--- config.mk ---
export PLATFORM = sky130hd
export DESIGN_NAME = sobel_window_filter_flat
export DESIGN_NICKNAME = d
export VERILOG_FILES = /design/src/rtl/sobel_pkg.sv /design/src/rtl/sobel_window_filter_if.sv /design/src/rtl/sobel_line_buffer.sv /design/src/rtl/sobel_window_filter.sv /design/src/flat_wrapper.sv
export SDC_FILE = /design/constraint.sdc
export NUM_CORES = 2
export LEC_CHECK = 0
export BUFFER_PORTS_ARGS = -buffer_cell sky130_fd_sc_hd__buf_4
export CAP_MARGIN = 25
export CORE_MARGIN = 3
export CORE_UTILIZATION = 60
export CTS_BUF_LIST = sky130_fd_sc_hd__clkbuf_4
export CTS_CLUSTER_DIAMETER = 60
export DETAILED_ROUTE_END_ITERATION = 7
export GPL_TIMING_DRIVEN = 0
export PLACE_DENSITY = 0.76
export SLEW_MARGIN = 15
export SYNTH_ARGS = -nofsm -noshare
export SYNTH_HDL_FRONTEND = slang
export SYNTH_HIERARCHICAL = 1
export SYNTH_SLANG_ARGS = --single-unit
--- constraint.sdc ---
create_clock -name clk -period 18.15 [get_ports clk]
set_input_delay 3.63 -clock clk [delete_from_list [all_inputs] [get_ports clk]]
set_output_delay 3.63 -clock clk [all_outputs]
set_load 0.01 [all_outputs]
--- src/rtl/sobel_pkg.sv ---
// sobel_pkg: mode encodings, kernel coefficients and FSM states
// shared by the streaming 3x3 Sobel window filter.
package sobel_pkg;

   typedef enum logic [1:0] {
      MODE_GX  = 2'b00,
      MODE_GY  = 2'b01,
      MODE_MAG = 2'b10
   } mode_e;

   typedef enum logic [1:0] {
      FILL,
      RUN,
      DRAIN
   } state_e;

   // Indexed [row][col], row 0 = top, col 0 = left.
   localparam int KX [3][3] = '{
      '{1, 0, -1},
      '{2, 0, -2},
      '{1, 0, -1}
   };

   localparam int KY [3][3] = '{
      '{ 1,  2,  1},
      '{ 0,  0,  0},
      '{-1, -2, -1}
   };

endpackage

--- src/rtl/sobel_window_filter_if.sv ---
// sobel_window_filter_if: pixel stream in, filtered result stream out,
// plus end-of-frame pulse.
interface sobel_window_filter_if #(
   parameter int PIX_W = 8,
   parameter int IMG_W = 180,
   parameter int IMG_H = 180
);
   localparam int OUT_W = PIX_W + 3;

   logic                     in_valid;
   logic [PIX_W-1:0]         in_pix;
   logic [1:0]               mode;
   logic                     out_valid;
   logic [OUT_W-1:0]         out_pix;
   logic [$clog2(IMG_H)-1:0] out_row;
   logic [$clog2(IMG_W)-1:0] out_col;
   logic                     done;

   modport master (
      output in_valid, in_pix, mode,
      input  out_valid, out_pix, out_row, out_col, done
   );

   modport slave (
      input  in_valid, in_pix, mode,
      output out_valid, out_pix, out_row, out_col, done
   );

endinterface

--- src/rtl/sobel_line_buffer.sv ---
// sobel_line_buffer: enable-gated shift line of DEPTH samples;
// dout is the sample written DEPTH accepted cycles ago.
module sobel_line_buffer #(
   parameter int WIDTH = 8,
   parameter int DEPTH = 180
) (
   input  logic             clk,
   input  logic             en,
   input  logic [WIDTH-1:0] din,
   output logic [WIDTH-1:0] dout
);

   logic [WIDTH-1:0] sr [DEPTH];

   always_ff @(posedge clk) begin
      if (en) begin
         sr[0] <= din;
         for (int i = 1; i < DEPTH; i++) begin
            sr[i] <= sr[i-1];
         end
      end
   end

   assign dout = sr[DEPTH-1];

endmodule

--- src/rtl/sobel_window_filter.sv ---
// sobel_window_filter: raster-order 3x3 Sobel filter emitting Gx, Gy
// or |Gx|+|Gy| for every interior pixel, two cycles after acceptance.
module sobel_window_filter
   import sobel_pkg::*;
#(
   parameter int PIX_W = 8,
   parameter int IMG_W = 180,
   parameter int IMG_H = 180
) (
   input logic               clk,
   input logic               rst,
   sobel_window_filter_if.slave bus
);

   localparam int OUT_W = PIX_W + 3;
   localparam int CW    = $clog2(IMG_W);
   localparam int RW    = $clog2(IMG_H);

   logic                    acc;
   logic [PIX_W-1:0]        up1;
   logic [PIX_W-1:0]        up2;
   logic [PIX_W-1:0]        colv [3];
   logic [PIX_W-1:0]        win  [3][3];

   logic [CW-1:0]           col;
   logic [RW-1:0]           row;
   logic                    col_last;
   logic                    row_last;
   logic [1:0]              mode_q;

   state_e                  state;
   state_e                  state_nx;
   logic                    emit;
   logic                    done_d;

   logic                    s1_v;
   logic [RW-1:0]           s1_row;
   logic [CW-1:0]           s1_col;

   logic signed [OUT_W-1:0] gx;
   logic signed [OUT_W-1:0] gy;
   logic signed [OUT_W-1:0] ax;
   logic signed [OUT_W-1:0] ay;
   logic [OUT_W-1:0]        res;

   logic                    ov_q;
   logic                    done_q;
   logic [OUT_W-1:0]        pix_q;
   logic [RW-1:0]           row_q;
   logic [CW-1:0]           col_q;

   assign acc      = bus.in_valid;
   assign col_last = (col == CW'(IMG_W - 1));
   assign row_last = (row == RW'(IMG_H - 1));

   always_ff @(posedge clk) begin
      if (rst) begin
         col <= '0;
         row <= '0;
      end else if (acc) begin
         if (col_last) begin
            col <= '0;
            row <= row_last ? '0 : row + 1'b1;
         end else begin
            col <= col + 1'b1;
         end
      end
   end

   // Mode is frozen for the whole frame at its first pixel.
   always_ff @(posedge clk) begin
      if (rst) begin
         mode_q <= MODE_GX;
      end else if (acc && col == '0 && row == '0) begin
         mode_q <= bus.mode;
      end
   end

   sobel_line_buffer #(
      .WIDTH (PIX_W),
      .DEPTH (IMG_W)
   ) u_lb0 (
      .clk  (clk),
      .en   (acc),
      .din  (bus.in_pix),
      .dout (up1)
   );

   sobel_line_buffer #(
      .WIDTH (PIX_W),
      .DEPTH (IMG_W)
   ) u_lb1 (
      .clk  (clk),
      .en   (acc),
      .din  (up1),
      .dout (up2)
   );

   assign colv[0] = up2;
   assign colv[1] = up1;
   assign colv[2] = bus.in_pix;

   always_ff @(posedge clk) begin
      if (acc) begin
         for (int i = 0; i < 3; i++) begin
            win[i][0] <= win[i][1];
            win[i][1] <= win[i][2];
            win[i][2] <= colv[i];
         end
      end
   end

   always_ff @(posedge clk) begin
      if (rst) begin
         state <= FILL;
      end else begin
         state <= state_nx;
      end
   end

   always_comb begin
      state_nx = state;
      emit     = 1'b0;
      done_d   = 1'b0;
      unique case (state)
         FILL: begin
            if (acc && row == RW'(2) && col == CW'(1)) begin
               state_nx = RUN;
            end
         end
         RUN: begin
            emit = acc && (col >= CW'(2));
            if (acc && row_last && col_last) begin
               state_nx = DRAIN;
            end
         end
         DRAIN: begin
            done_d   = 1'b1;
            state_nx = FILL;
         end
         default: state_nx = FILL;
      endcase
   end

   always_ff @(posedge clk) begin
      if (rst) begin
         s1_v   <= 1'b0;
         s1_row <= '0;
         s1_col <= '0;
      end else begin
         s1_v <= emit;
         if (emit) begin
            s1_row <= row - 1'b1;
            s1_col <= col - 1'b1;
         end
      end
   end

   always_comb begin
      gx = '0;
      gy = '0;
      for (int i = 0; i < 3; i++) begin
         for (int j = 0; j < 3; j++) begin
            gx = gx + OUT_W'(KX[i][j]) * $signed(OUT_W'(win[i][j]));
            gy = gy + OUT_W'(KY[i][j]) * $signed(OUT_W'(win[i][j]));
         end
      end
      ax = gx[OUT_W-1] ? -gx : gx;
      ay = gy[OUT_W-1] ? -gy : gy;
   end

   always_comb begin
      res = '0;
      unique case (1'b1)
         (mode_q == MODE_GX): res = gx;
         (mode_q == MODE_GY): res = gy;
         default:             res = ax + ay;
      endcase
   end

   always_ff @(posedge clk) begin
      if (rst) begin
         ov_q   <= 1'b0;
         done_q <= 1'b0;
         pix_q  <= '0;
         row_q  <= '0;
         col_q  <= '0;
      end else begin
         ov_q   <= s1_v;
         done_q <= done_d;
         if (s1_v) begin
            pix_q <= res;
            row_q <= s1_row;
            col_q <= s1_col;
         end
      end
   end

   assign bus.out_valid = ov_q;
   assign bus.done      = done_q;
   assign bus.out_pix   = pix_q;
   assign bus.out_row   = row_q;
   assign bus.out_col   = col_q;

endmodule

--- src/flat_wrapper.sv ---
// flat-port wrapper written by rule: the top's interface ports become plain ports
module sobel_window_filter_flat import sobel_pkg::*;
#(
   parameter int PIX_W = 8,
   parameter int IMG_W = 180,
   parameter int IMG_H = 180
)
  (clk, rst, bus_in_valid, bus_in_pix, bus_mode, bus_out_valid, bus_out_pix, bus_out_row, bus_out_col, bus_done);
  sobel_window_filter_if #(.PIX_W(PIX_W), .IMG_W(IMG_W), .IMG_H(IMG_H)) bus_i ();
  input logic clk;
  input logic rst;
  input wire logic [$bits(bus_i.in_valid)-1:0] bus_in_valid;
  input wire logic [$bits(bus_i.in_pix)-1:0] bus_in_pix;
  input wire logic [$bits(bus_i.mode)-1:0] bus_mode;
  output wire logic [$bits(bus_i.out_valid)-1:0] bus_out_valid;
  output wire logic [$bits(bus_i.out_pix)-1:0] bus_out_pix;
  output wire logic [$bits(bus_i.out_row)-1:0] bus_out_row;
  output wire logic [$bits(bus_i.out_col)-1:0] bus_out_col;
  output wire logic [$bits(bus_i.done)-1:0] bus_done;
  assign bus_i.in_valid = bus_in_valid;
  assign bus_i.in_pix = bus_in_pix;
  assign bus_i.mode = bus_mode;
  assign bus_out_valid = bus_i.out_valid;
  assign bus_out_pix = bus_i.out_pix;
  assign bus_out_row = bus_i.out_row;
  assign bus_out_col = bus_i.out_col;
  assign bus_done = bus_i.done;
  sobel_window_filter #(.PIX_W(PIX_W), .IMG_W(IMG_W), .IMG_H(IMG_H)) u_core (.clk(clk), .rst(rst), .bus(bus_i));
endmodule
== After elaboration in Yosys (flattened, before gate mapping) ==
Memories as Yosys holds them, arrays and structs flattened.
Index checks and enable logic that the tools add are counted.
Widths: inputs -> output; s select.
Cells by class
  add/subtract/negate cells: 22
  $lt $le $gt $ge: 1
  equality and inequality tests: 9
  muxes and demuxes: 12
  reduce and logical (&&, ||, !) cells: 13
Operator list (count)
  $add 11x11->11: 6
  $neg 8->11: 3
  $add 11x9->11: 2
  $mux 11: 2
  $neg 11->11: 2
  $pmux 11 s2: 1
  $neg 8->10: 2
  $add 8x1->8 const B: 2
  $eq 8x8->1 const B: 2
  $logic_not 8->1: 2
  $mux 8: 2
  $sub 8x1->8 const B: 2
  $add 11x10->11: 1
  $add 9x11->11: 1
  $add 8x9->10: 1
  $eq 8x1->1 const B: 1
  $eq 8x2->1 const B: 1
  $ge 8x2->1 const B: 1
  $logic_and 1x1->1: 7
  $eq 2x1->1 const B: 2
  $logic_not 2->1: 2
  $mux 1: 4
  $mux 2: 2
  $ne 2x1->1 const B: 2
  3 further kinds: 4
Storage, ports and cells
  bits in registers: 66
  RAM bits: 2952
  output and inout bits: 29
  memories: 3
Memories
  u_core.u_lb0.sr: depth 180, bits a word 8, rd ports 180, clocked after Yosys merged registers in 0, write ports 180, line sobel_line_buffer.sv:13  | logic [WIDTH-1:0] sr [DEPTH];
  u_core.u_lb1.sr: depth 180, bits a word 8, rd ports 180, clocked after Yosys merged registers in 0, write ports 180, line sobel_line_buffer.sv:13
  u_core.win: depth 3, bits a word 24, rd ports 3, clocked after Yosys merged registers in 0, write ports 3, line sobel_window_filter.sv:23  | logic [PIX_W-1:0] win [3][3];

== Depth between registers and ports, before layout ==
An unclocked memory read counts as a cell.
  depth after elaboration: 11
  mapped depth: 29
  mapped depth without buffers: 28

== By module ==
Netlist, hierarchy kept.
Modules (own cells, without submodules)
  sobel_line_buffer: times used 2, cells an instance 1448, area an instance 43301.5 µm², seq. area each 43241.5 µm²
  sobel_window_filter: times used 1, cells an instance 853, area an instance 8813.5 µm², seq. area each 3483.3 µm²

== Worst setup path before layout ==
No wires, ideal clock.
  path kind: register to register
  start point: mem u_core/win[2][3] (netlist name)
  end point: reg u_core.pix_q[7] (netlist: u_core/bus.out_pix[7])
  setup time: 0.132 ns
  arrival: 6.505 ns
  slack: 11.513 ns
  cell stages (with the launch flop): 26
  buffers on the path: 1
  path through: edfxtp_1 > or4_4 > or4_1 > xor2_1 > fa_1 > inv_1 > fa_1 > fa_1 > inv_1 > ha_1 > nand2_1 > a21oi_1 > nor3_1 > o31a_1 > or2_1 > buf_2 > o21a_1 > ha_1 > a21o_1 > a21oi_1 > o21ai_0 > a2111oi_0 > nor3_1 > xor2_1 > a211oi_1 > nor3_1
RTL lines
  from (decl): line sobel_window_filter.sv:23
  to (signal assigned): line sobel_window_filter.sv:192  | pix_q <= res;
  to (decl): line sobel_window_filter.sv:48  | logic [OUT_W-1:0] pix_q;

==> results.md <==
- Outcome: finished, final reports clean
- R2R depth: 26
- HP Class: flip-flop to flip-flop
- Root buf cell: clkbuf_4
- Layout cells sized above 1: 0.228
- P&R area growth vs syn: 12.7%
- CTS tree: done
- DP Area: 98800 um^2
- Max Transition Viols Final: 0
- RSZ-0062 raised after global routing: no
- Antenna Nets Post-Route: 0
- #FFs+latches synth: 3018
- Post-Syn Nets: 3879
- DR vias: 36.0k
- Post-layout minimum cycle time: 7.79 ns
- Nets@finish: 4633
- Design Area, Final: 108000 um^2
- Crit path capture type: flip-flop
- Largest net degree at the start of global routing: 183
- EDFF count, synth: 2952
- Yosys top cell by area: edfxtp_1
- Mux cell area share after synthesis: 0.00328
- Core area: 157000 um^2
- WHS Path Cells: 0
- Min-delay src: u_core/u_lb0/sr[2][160]
- Total wire length: 126 mm
- Crit path max fanout: 10
- Most used DFF post-synth: edfxtp_1
- Simple-gate area share of the yosys netlist: 0.0114
- Startpoint Class: flip-flop
- Worst Skew: 0.102 ns
- Setup TNS: 0 ns
- GRT Total Usage: 0.157
- Drt drc: 0
- Top cells by area, synth: edfxtp_1 (93%), dfxtp_1 (1.4%), fa_1 (1.2%), ha_1 (0.76%), inv_1 (0.52%)
- Initial Util: 0.607
- DIE AREA: 164000 um^2
- Endpoints failing setup: 0
- # clock sinks: 3018
- Buffers on Ports: 40
- CP startpoint: u_core/win[2][0]
- Pre-CTS setup slack: 9.68 ns
- H-tree levels: 6
- Io pins: 42
- Area share of fa/ha/maj cells after synthesis: 0.0200
- Pwr dens: 140 nW/um^2
- Synth Area per Inst: 25.5 um^2
- CTS Buf Count: 693
- Setup ws final: 10.36 ns
- Clock Pin Slew Worst Setup and Hold Paths: 0.07 ns
- Vias in the first global route: 36.4k
- Bufs on Longest Clock Path: 4
- Synth async-reset ratio: 0
- Hold Crit Endpoint: u_core/u_lb0/sr[2][168]
- Initial DRC Count: 3214
- Worst R2R End: u_core/bus.out_pix[7]
- Crit path DAT: 8.92 ns
- Vias per cell: 5.09
- Die height: 405 um
- Routed len/inst: 17.9 um
- Postcts setup bufs: 0
- Synth cell types: 56
- Reg-to-reg setup timing slack: 10.36 ns
- Final Cycle Share: 0.429
- Peak VDD IR: 0.225 mV
- Seq/Total Area, Yosys: 0.943
- Fmax: 128 MHz
- Max_cap viols: 0
- Ys Warns: 6
- Kind of critical path: flip-flop to flip-flop
- Leak: 37.6 nW
- Cell count after synthesis: 3749
- Cell Area, Synth: 95400 um^2
- GRT Residual Overflow: 0
- Hold_buf cts: 0
- R2R Path Start: u_core/win[2][0]
- Worst-Margin Slew: 0.930 ns
- Highest-count cells in the layout ignoring fill and taps: edfxtp_1 (2952), clkbuf_4 (1001), clkinv_1 (137)
- Die X: 405 um
- Initial antenna violation count: 14
- Synth top area share: 0.929
- WP data required: 19.28 ns
- Global-route wire length before repair: 198 mm
- Commonest non-fill, non-tap cell in the layout: edfxtp_1
- Dpl hpwl: 58.2 mm
- Worst skew pair latency: 1.28 ns
- Worst hold slack: 0.330 ns
- Initial DRT Pass Iterations: 7
- GPL Wtd Cong: 0.802
- Slew margin rel.: 0.380
- Main combinational cell family by area after synthesis: adder cells
- Compound-Gate Fraction of Synth Area: 0.00681
- Num rows: 145
- Gates resized, CTS repair: 0
- Synth Area in XOR/XNOR: 0.00809
- Final hold vios: 0
## worst max path at each step
stage | to | cells past startpoint
after floorplan | u_core/bus.out_pix[7] | 25
after detailed placement | u_core/row[5] | 12
after global placement | u_core/row[0] | 9
after CTS | u_core/bus.out_pix[7] | 26
final | u_core/bus.out_pix[7] | 26
after global routing | u_core/bus.out_pix[7] | 26
## per-stage QoR
step                      std cells   util  power (mW)
after CTS                      7052  0.684        15.2
after detailed placement       5866  0.629        9.92
after floorplan                3749      -        9.46
final                          7063  0.684        15.0
after global routing           7059  0.684        15.8
after global placement         5847  0.626        10.2
## synthesized netlist by cell type (3+ instances only)
| cell | n |
|---|---|
| xor2_1 | 40 |
| fa_1 | 59 |
| nor2b_1 | 6 |
| nand2_1 | 31 |
| buf_4 | 16 |
| dfxtp_1 | 66 |
| or4_1 | 3 |
| ha_1 | 58 |
| a21oi_1 | 28 |
| or2_2 | 5 |
| nor2_1 | 102 |
| or2_1 | 3 |
| a31oi_1 | 5 |
| xnor2_1 | 43 |
| nor3b_1 | 3 |
| nor4_1 | 11 |
| nand3_1 | 13 |
| inv_1 | 131 |
| mux2i_1 | 29 |
| o31ai_1 | 5 |
| edfxtp_1 | 2952 |
| a21o_1 | 4 |
| o21ai_0 | 11 |
| nand2b_1 | 6 |
| and3_1 | 4 |
| clkbuf_1 | 24 |
| nand4_1 | 5 |
| nor3_1 | 19 |
| a211oi_1 | 26 |
| or3_1 | 3 |
## state kept, by name (all words and copies together), names as in the netlist, 11 cells and up
signal,cells
u_core/u_lb1/sr,1440
u_core/bus.out_pix,11
u_core/win,72
u_core/u_lb0/sr,1440
## layer usage
| layer | GRT usage | wire length, um | vias up |
|---|---|---|---|
| met5 | 0 | 0 | - |
| met2 | 0.199 | 53600 | 1000 |
| met3 | 0.0473 | 8150 | 236 |
| met4 | 0.0649 | 2720 | 0 |
| li1 | - | - | 16713 |
| met1 | 0.257 | 61900 | 18016 |
## power breakdown
group | leakage [nW] | total, mW | internal (mW) | switching (mW)
clock network | 5.16 | 5.22 | 2.76 | 2.47
registers | 29.4 | 8.21 | 8.08 | 0.126
logic | 3.00 | 1.59 | 0.628 | 0.959
total | 37.6 | 15.0 | 11.5 | 3.55
## final cells by class
cell class,instances,area (um^2)
repair buffers,59,843
diodes,11,27.5
plain buffers,42,219
flip-flops and latches,3018,90000
fillers,9289,49600
clock inverters,185,1170
inverters,133,499
well taps,2058,2570
multi-input cells,556,4730
clock buffers,1001,7510
## worst max-delay path: stages (launching register included)
cell	delay, ns
edfxtp_1	0.62
inv_1	0.23
ha_1	0.25
inv_2	0.10
or3_1	0.33
xnor2_1	0.38
fa_1	0.53
fa_1	0.53
fa_1	0.56
inv_1	0.04
ha_1	0.35
and3_1	0.21
o211ai_1	0.26
a31oi_1	0.14
xor2_1	0.43
clkbuf_1	0.39
nor2_1	0.08
a21oi_1	0.19
ha_1	0.26
a21o_1	0.16
a21oi_1	0.20
o21ai_0	0.15
a2111oi_0	0.63
nor3_1	0.16
xor2_1	0.17
a211oi_1	0.27
nor3_1	0.07
## cells by family after synthesis
group                    after synthesis
multiplexers                          31
AND/OR/NAND/NOR                      225
AO/OA/AOI/OAI                         98
XOR/XNOR                              85
buffers and inverters                175
adder cells (fa/ha/maj)              117
flip-flops                          3018
No activity file was read; power rests on OpenSTA's default activity.
